[src/rtl/arb_rr_bin.sv]
// Round-robin arbiter with a registered binary grant index and valid/ready handshake.
// Optional packet lock (input lck) is enabled by defining ARB_RR_BIN_LOCK_EN.
module arb_rr_bin #(
  parameter int WIDTH = 16,
  parameter int SPLIT = 4,
  localparam int WIDTH_LOG = (WIDTH > 1) ? $clog2(WIDTH) : 1
) (
  input  logic                 clk,
  input  logic                 rst_n,
  input  logic [WIDTH-1:0]     req,
  output logic                 vld,
  input  logic                 rdy,
`ifdef ARB_RR_BIN_LOCK_EN
  input  logic                 lck,
`endif
  output logic [WIDTH_LOG-1:0] bin,
  output logic [WIDTH-1:0]     gnt
);

  function automatic int calc_lvl(input int w, input int s);
    int l;
    int p;
    l = 1;
    p = s;
    while (p < w) begin
      p = p * s;
      l = l + 1;
    end
    return l;
  endfunction

  // Search tree is padded up to a full SPLIT-ary tree; padding bits never request.
  localparam int LVL = calc_lvl(WIDTH, SPLIT);
  localparam int PW  = SPLIT ** LVL;
  localparam int IW  = $clog2(PW);

  typedef enum logic {IDLE, GRANT} state_t;

  typedef struct packed {
    logic          found;
    logic [IW-1:0] idx;
  } ffs_t;

  // Lowest set bit of v, found by SPLIT-wide nodes combined level by level.
  function automatic ffs_t ffs_tree(input logic [PW-1:0] v);
    logic          nv [LVL+1][PW];
    logic [IW-1:0] ni [LVL+1][PW];
    ffs_t          r;
    for (int n = 0; n < PW; n++) begin
      nv[0][n] = v[n];
      ni[0][n] = '0;
    end
    for (int l = 1; l <= LVL; l++) begin
      for (int n = 0; n < PW; n++) begin
        nv[l][n] = 1'b0;
        ni[l][n] = '0;
        if (n < PW / (SPLIT ** l)) begin
          for (int c = SPLIT - 1; c >= 0; c--) begin
            if (nv[l-1][n*SPLIT+c]) begin
              nv[l][n] = 1'b1;
              ni[l][n] = IW'(c * (SPLIT ** (l - 1))) + ni[l-1][n*SPLIT+c];
            end
          end
        end
      end
    end
    r.found = nv[LVL][0];
    r.idx   = ni[LVL][0];
    return r;
  endfunction

  state_t               state_q, state_d;
  logic [WIDTH_LOG-1:0] bin_q, bin_d;
  logic [WIDTH_LOG-1:0] ptr_q, ptr_d;
  logic [WIDTH-1:0]     gnt_q, gnt_d;

  logic [WIDTH_LOG-1:0] ptr_nxt, ptr_srch, arb_idx;
  logic [PW-1:0]        req_pad, req_msk;
  ffs_t                 hit_msk, hit_all;
  logic                 lock_hold;

  // Pointer after a transfer wraps at WIDTH, not at 2**WIDTH_LOG.
  assign ptr_nxt  = (bin_q == WIDTH_LOG'(WIDTH - 1)) ? '0 : bin_q + 1'b1;
  assign ptr_srch = (state_q == GRANT) ? ptr_nxt : ptr_q;

  // NOTE: every always_comb output gets a default first, so no path leaves a latch.
  always_comb begin
    req_pad = '0;
    req_msk = '0;
    for (int i = 0; i < WIDTH; i++) begin
      req_pad[i] = req[i];
      req_msk[i] = req[i] && (WIDTH_LOG'(i) >= ptr_srch);
    end
  end

  // Requests at or above the pointer win; otherwise wrap to the lowest request.
  assign hit_msk = ffs_tree(req_msk);
  assign hit_all = ffs_tree(req_pad);
  assign arb_idx = hit_msk.found ? WIDTH_LOG'(hit_msk.idx) : WIDTH_LOG'(hit_all.idx);

`ifdef ARB_RR_BIN_LOCK_EN
  assign lock_hold = lck && req[bin_q];
`else
  assign lock_hold = 1'b0;
`endif

  always_comb begin
    state_d = state_q;
    bin_d   = bin_q;
    ptr_d   = ptr_q;
    case (state_q)
      IDLE: begin
        if (|req) begin
          state_d = GRANT;
          bin_d   = arb_idx;
        end
      end
      GRANT: begin
        // Under backpressure everything is frozen; req is only looked at on a transfer.
        if (rdy && !lock_hold) begin
          ptr_d = ptr_nxt;
          if (|req) bin_d = arb_idx;
          else      state_d = IDLE;
        end
      end
      default: state_d = IDLE;
    endcase
    gnt_d = '0;
    if (state_d == GRANT) gnt_d[bin_d] = 1'b1;
  end

  // NOTE: state is updated with non-blocking assignments so every flop samples pre-edge values.
  always_ff @(posedge clk or negedge rst_n) begin
    if (!rst_n) begin
      state_q <= IDLE;
      bin_q   <= '0;
      ptr_q   <= '0;
      gnt_q   <= '0;
    end else begin
      state_q <= state_d;
      bin_q   <= bin_d;
      ptr_q   <= ptr_d;
      gnt_q   <= gnt_d;
    end
  end

  assign vld = (state_q == GRANT);
  assign bin = bin_q;
  assign gnt = gnt_q;

endmodule

[config.mk]
export PLATFORM = sky130hd
export DESIGN_NAME = arb_rr_bin
export DESIGN_NICKNAME = d
export VERILOG_FILES = /design/src/rtl/arb_rr_bin.sv
export SDC_FILE = /design/constraint.sdc
export NUM_CORES = 1
export LEC_CHECK = 0
export ABC_AREA = 1
export CAP_MARGIN = 10
export CORE_ASPECT_RATIO = 0.6
export CORE_MARGIN = 2
export CORE_UTILIZATION = 54
export CTS_CLUSTER_SIZE = 25
export DETAILED_ROUTE_END_ITERATION = 10
export PLACE_DENSITY = 0.88
export SYNTH_ARGS = -nofsm -noshare
export SYNTH_HDL_FRONTEND = slang
export SYNTH_SLANG_ARGS = --single-unit
[constraint.sdc]
create_clock -name clk -period 3.35 [get_ports clk]
set_input_delay 0.8375 -clock clk [delete_from_list [all_inputs] [get_ports clk]]
set_output_delay 0.8375 -clock clk [all_outputs]
set_load 0.02 [all_outputs]
==> results.md <==
- Avg Cell Area, Syn: ~7.4 um^2
- Total grt overflow: 0
- CTS Hold Bufs: 0
- Hold Crit Start: ptr_q[1]
- Setup Fix Bufs, Post-CTS: 0
- Antenna Nets Post-Route: 0
- Sw power: 1.07 mW
- Yosys cell types: 34
- Routed via count: ~1700
- DRC: 0
- Largest net degree at the start of global routing: 26
- Area Overhead vs Synth: 27.8%
- Met3 Use GR: approximately a tenth
- Most crowded layer after global routing: met2
- Setup Viol. Count Final: 0
- Global-route usage over all layers: around a quarter
- Setup crit end kind: register
- Die Width: 77.3 um
- Die Area: 3710 um^2
- TritonRoute pass-1 iters: 5
- Die H: around 48 um
- Logic pwr share: between 60% and 70%
- Sequential share of power: about 23%
- Worst VDD drop: 0.634 mV
- Num rows: 15
- Vias in the first global route: roughly 1500
- Status: finished clean
- Initial Utilization: 58.7%
- DR WL/cell: 14.1 um
- Initial antenna violation count: 0
- Sequential area share after synthesis: 35.9%
- Worst Setup Start Kind: primary input
- Root Buffer: clkbuf_8
- Skew final: around 1.6 ps
- Clock sink count: 25
- Final Hold Viols: 0
- Cts bufs inserted: 3
- Synth Cell Area: 1740 um^2
- Actual slew at the worst max-slew pin: between 500 and 600 ps
- Worst Setup SP: req[4]
- Reg2reg start: bin[0]
- Flip-flop and latch count after synthesis: 25
- Final #Nets: 299
- Fraction of layout cells with a size suffix above 1: 22.3%
- Worst-path fanout max: 6
- Final Max Slew Viols: 0
- Worst-path clk slew: roughly 80 ps
- Vias per std cell: roughly 5.3
- DRT Wirelength: 4510 um
- Met1 usage: about two fifths
- Post-DP HPWL: approximately 3700 um
- Hold Path Class: reg -> reg
- Post-CTS sizing: 0
- Fill cells: 238
- Post-Syn Instances: 235
- CTS H-Tree Depth: 1
- Maxcap violations: 0
- First DRT Iteration DRCs: 140
- Switching share of power: approximately 53%
- Clock Tree Buf Depth: 2
- Final core occ: approximately 75%
- Pwr/cell area: 908 nW/um^2
- CTS tree: yes
- Routability congestion estimate: 0.909
- Yosys warnings: 0
- Number of diodes: 0
- Synth Net Count: ~260
- Slew Limit Headroom: roughly 66%
- Core Area: 2970 um^2
- Peak Freq: 347 MHz
- Global-route wire length before repair: around 7400 um
- Critical path data required time: approximately 3500 ps
- Clk pwr share: slightly below 9%
- Pleak: around 1.0 nW
- Clock latency on the worst-skew pair: around 270 ps
- Total Power: around 2.0 mW
- RSZ-0062 raised after global routing: false
- Int Pwr: 953 uW
- Critical path class: in -> reg
- Fin crit share: 86.1%
- CP arrival: around 3000 ps
- Grt met2 use: slightly above 40%
- Num ports: 40
- I/O Buffers: 39
- Fin crit period: 2880 ps
- Reg2reg setup slack: roughly 670 ps
- TNS Setup: 0 ps
-- synthesized netlist by cell type --
master    instances  share of area [%]
o22ai_1           1               0.36
nor2_4            4                2.6
a21boi_0          1               0.43
nor3_2            1               0.57
o21bai_1          1               0.43
inv_1            21                4.5
nand3_1          13                3.7
nand2_4           3                1.9
a21oi_1           7                2.0
o21ai_4           1               0.93
and2_2            1               0.43
nand3_2           7                4.0
o21ai_2           1               0.50
o21ai_0          10                2.9
a21boi_4          1                1.1
dfrtp_1          25                 36
or2_4             1               0.50
nor4_1            1               0.36
o21ai_1           3               0.86
nor2_2            7                2.5
or2_1             1               0.36
a21oi_2           1               0.50
a21oi_4           1               0.93
inv_2             3               0.65
nor3_1            3               0.86
buf_6             1               0.65
a31oi_1           2               0.72
ha_1              1               0.72
inv_4             2               0.72
nand4_1           1               0.36
nand2_2          23                8.3
nand2_1          47                 10
nor2_1           38                8.2
or2_2             1               0.36
-- per-stage QoR --
step	hold WS [ps]	std cells	area [um^2]	worst slack, ps
2_1_floorplan	467	235	1740	950
3_3_place_gp	496	316	2180	362
3_5_place_dp	496	316	2180	263
4_1_cts	515	320	2230	513
5_1_grt	548	320	2230	279
6_report	514	320	2230	467
-- path summary, 6_finish.rpt --
kind	to	depth (start not counted)
min reg2reg	ptr_q[1]	2
max reg2reg	gnt[8]	17
max	gnt[9]	15
max in group asynchronous	bin[1]	2
min in group asynchronous	ptr_q[0]	2
min	ptr_q[1]	2
-- cell families after synthesis --
group,share of synthesized area (%)
adders and majority gates,0.718
DFF,35.9
AOI/OAI and AO/OA,11.6
and+or+nand+nor,45.2
buffers and inverters,6.54
-- cell type report --
cell class	instances	area, um^2	area share [%]
well taps	42	52.6	2.36
flip-flops and latches	25	626	28.1
multi-input cells	183	1000	45.0
repair buffers	40	398	17.9
clock buffers	4	45.0	2.02
inverters	26	103	4.61
-- cells in the final DEF (no fill, tap or decap), drive strengths merged, types with 2 or more instances in the layout --
master / count
clkdlybuf4s50: 39
nor2: 49
a31oi: 2
nor3: 4
or2: 3
dfrtp: 25
inv: 26
a21boi: 2
nand2: 73
clkbuf: 4
nand3: 20
a21oi: 9
o21ai: 15
-- state kept, by name (all words and copies together), names as in the netlist --
name / flops
bin: 4
ptr_q: 4
gnt: 16
vld: 1
-- per-layer routing --
metal / part of all wire (%) / vias to the layer above
li1: - / 838
met1: 47 / 775
met2: 41 / 80
met3: 11 / 9
met4: 0.80 / 0
met5: 0 / -
-- critical path: stages --
cell and delay (ps):
clkdlybuf4s50_1 460, or2_2 310, nor3_2 150, inv_1 80, nor2_1 150, nand2_1 100, inv_1 120, nor2_4 70
inv_1 120, nor2_1 60, o21ai_1 110, o21ai_2 110, and2_2 200, nand2_2 110, nor2_1 70
-- power by group through the flow --
stage          logic (mW)  registers (mW)  clock network, mW
6_report             1.38           0.464              0.176
3_3_place_gp         1.32           0.463                  0
3_5_place_dp         1.35           0.467                  0
2_1_floorplan       0.888           0.535                  0
4_1_cts              1.36           0.462              0.178
5_1_grt              1.51           0.475              0.187
Note: power is estimated with default switching activity, not from simulation.
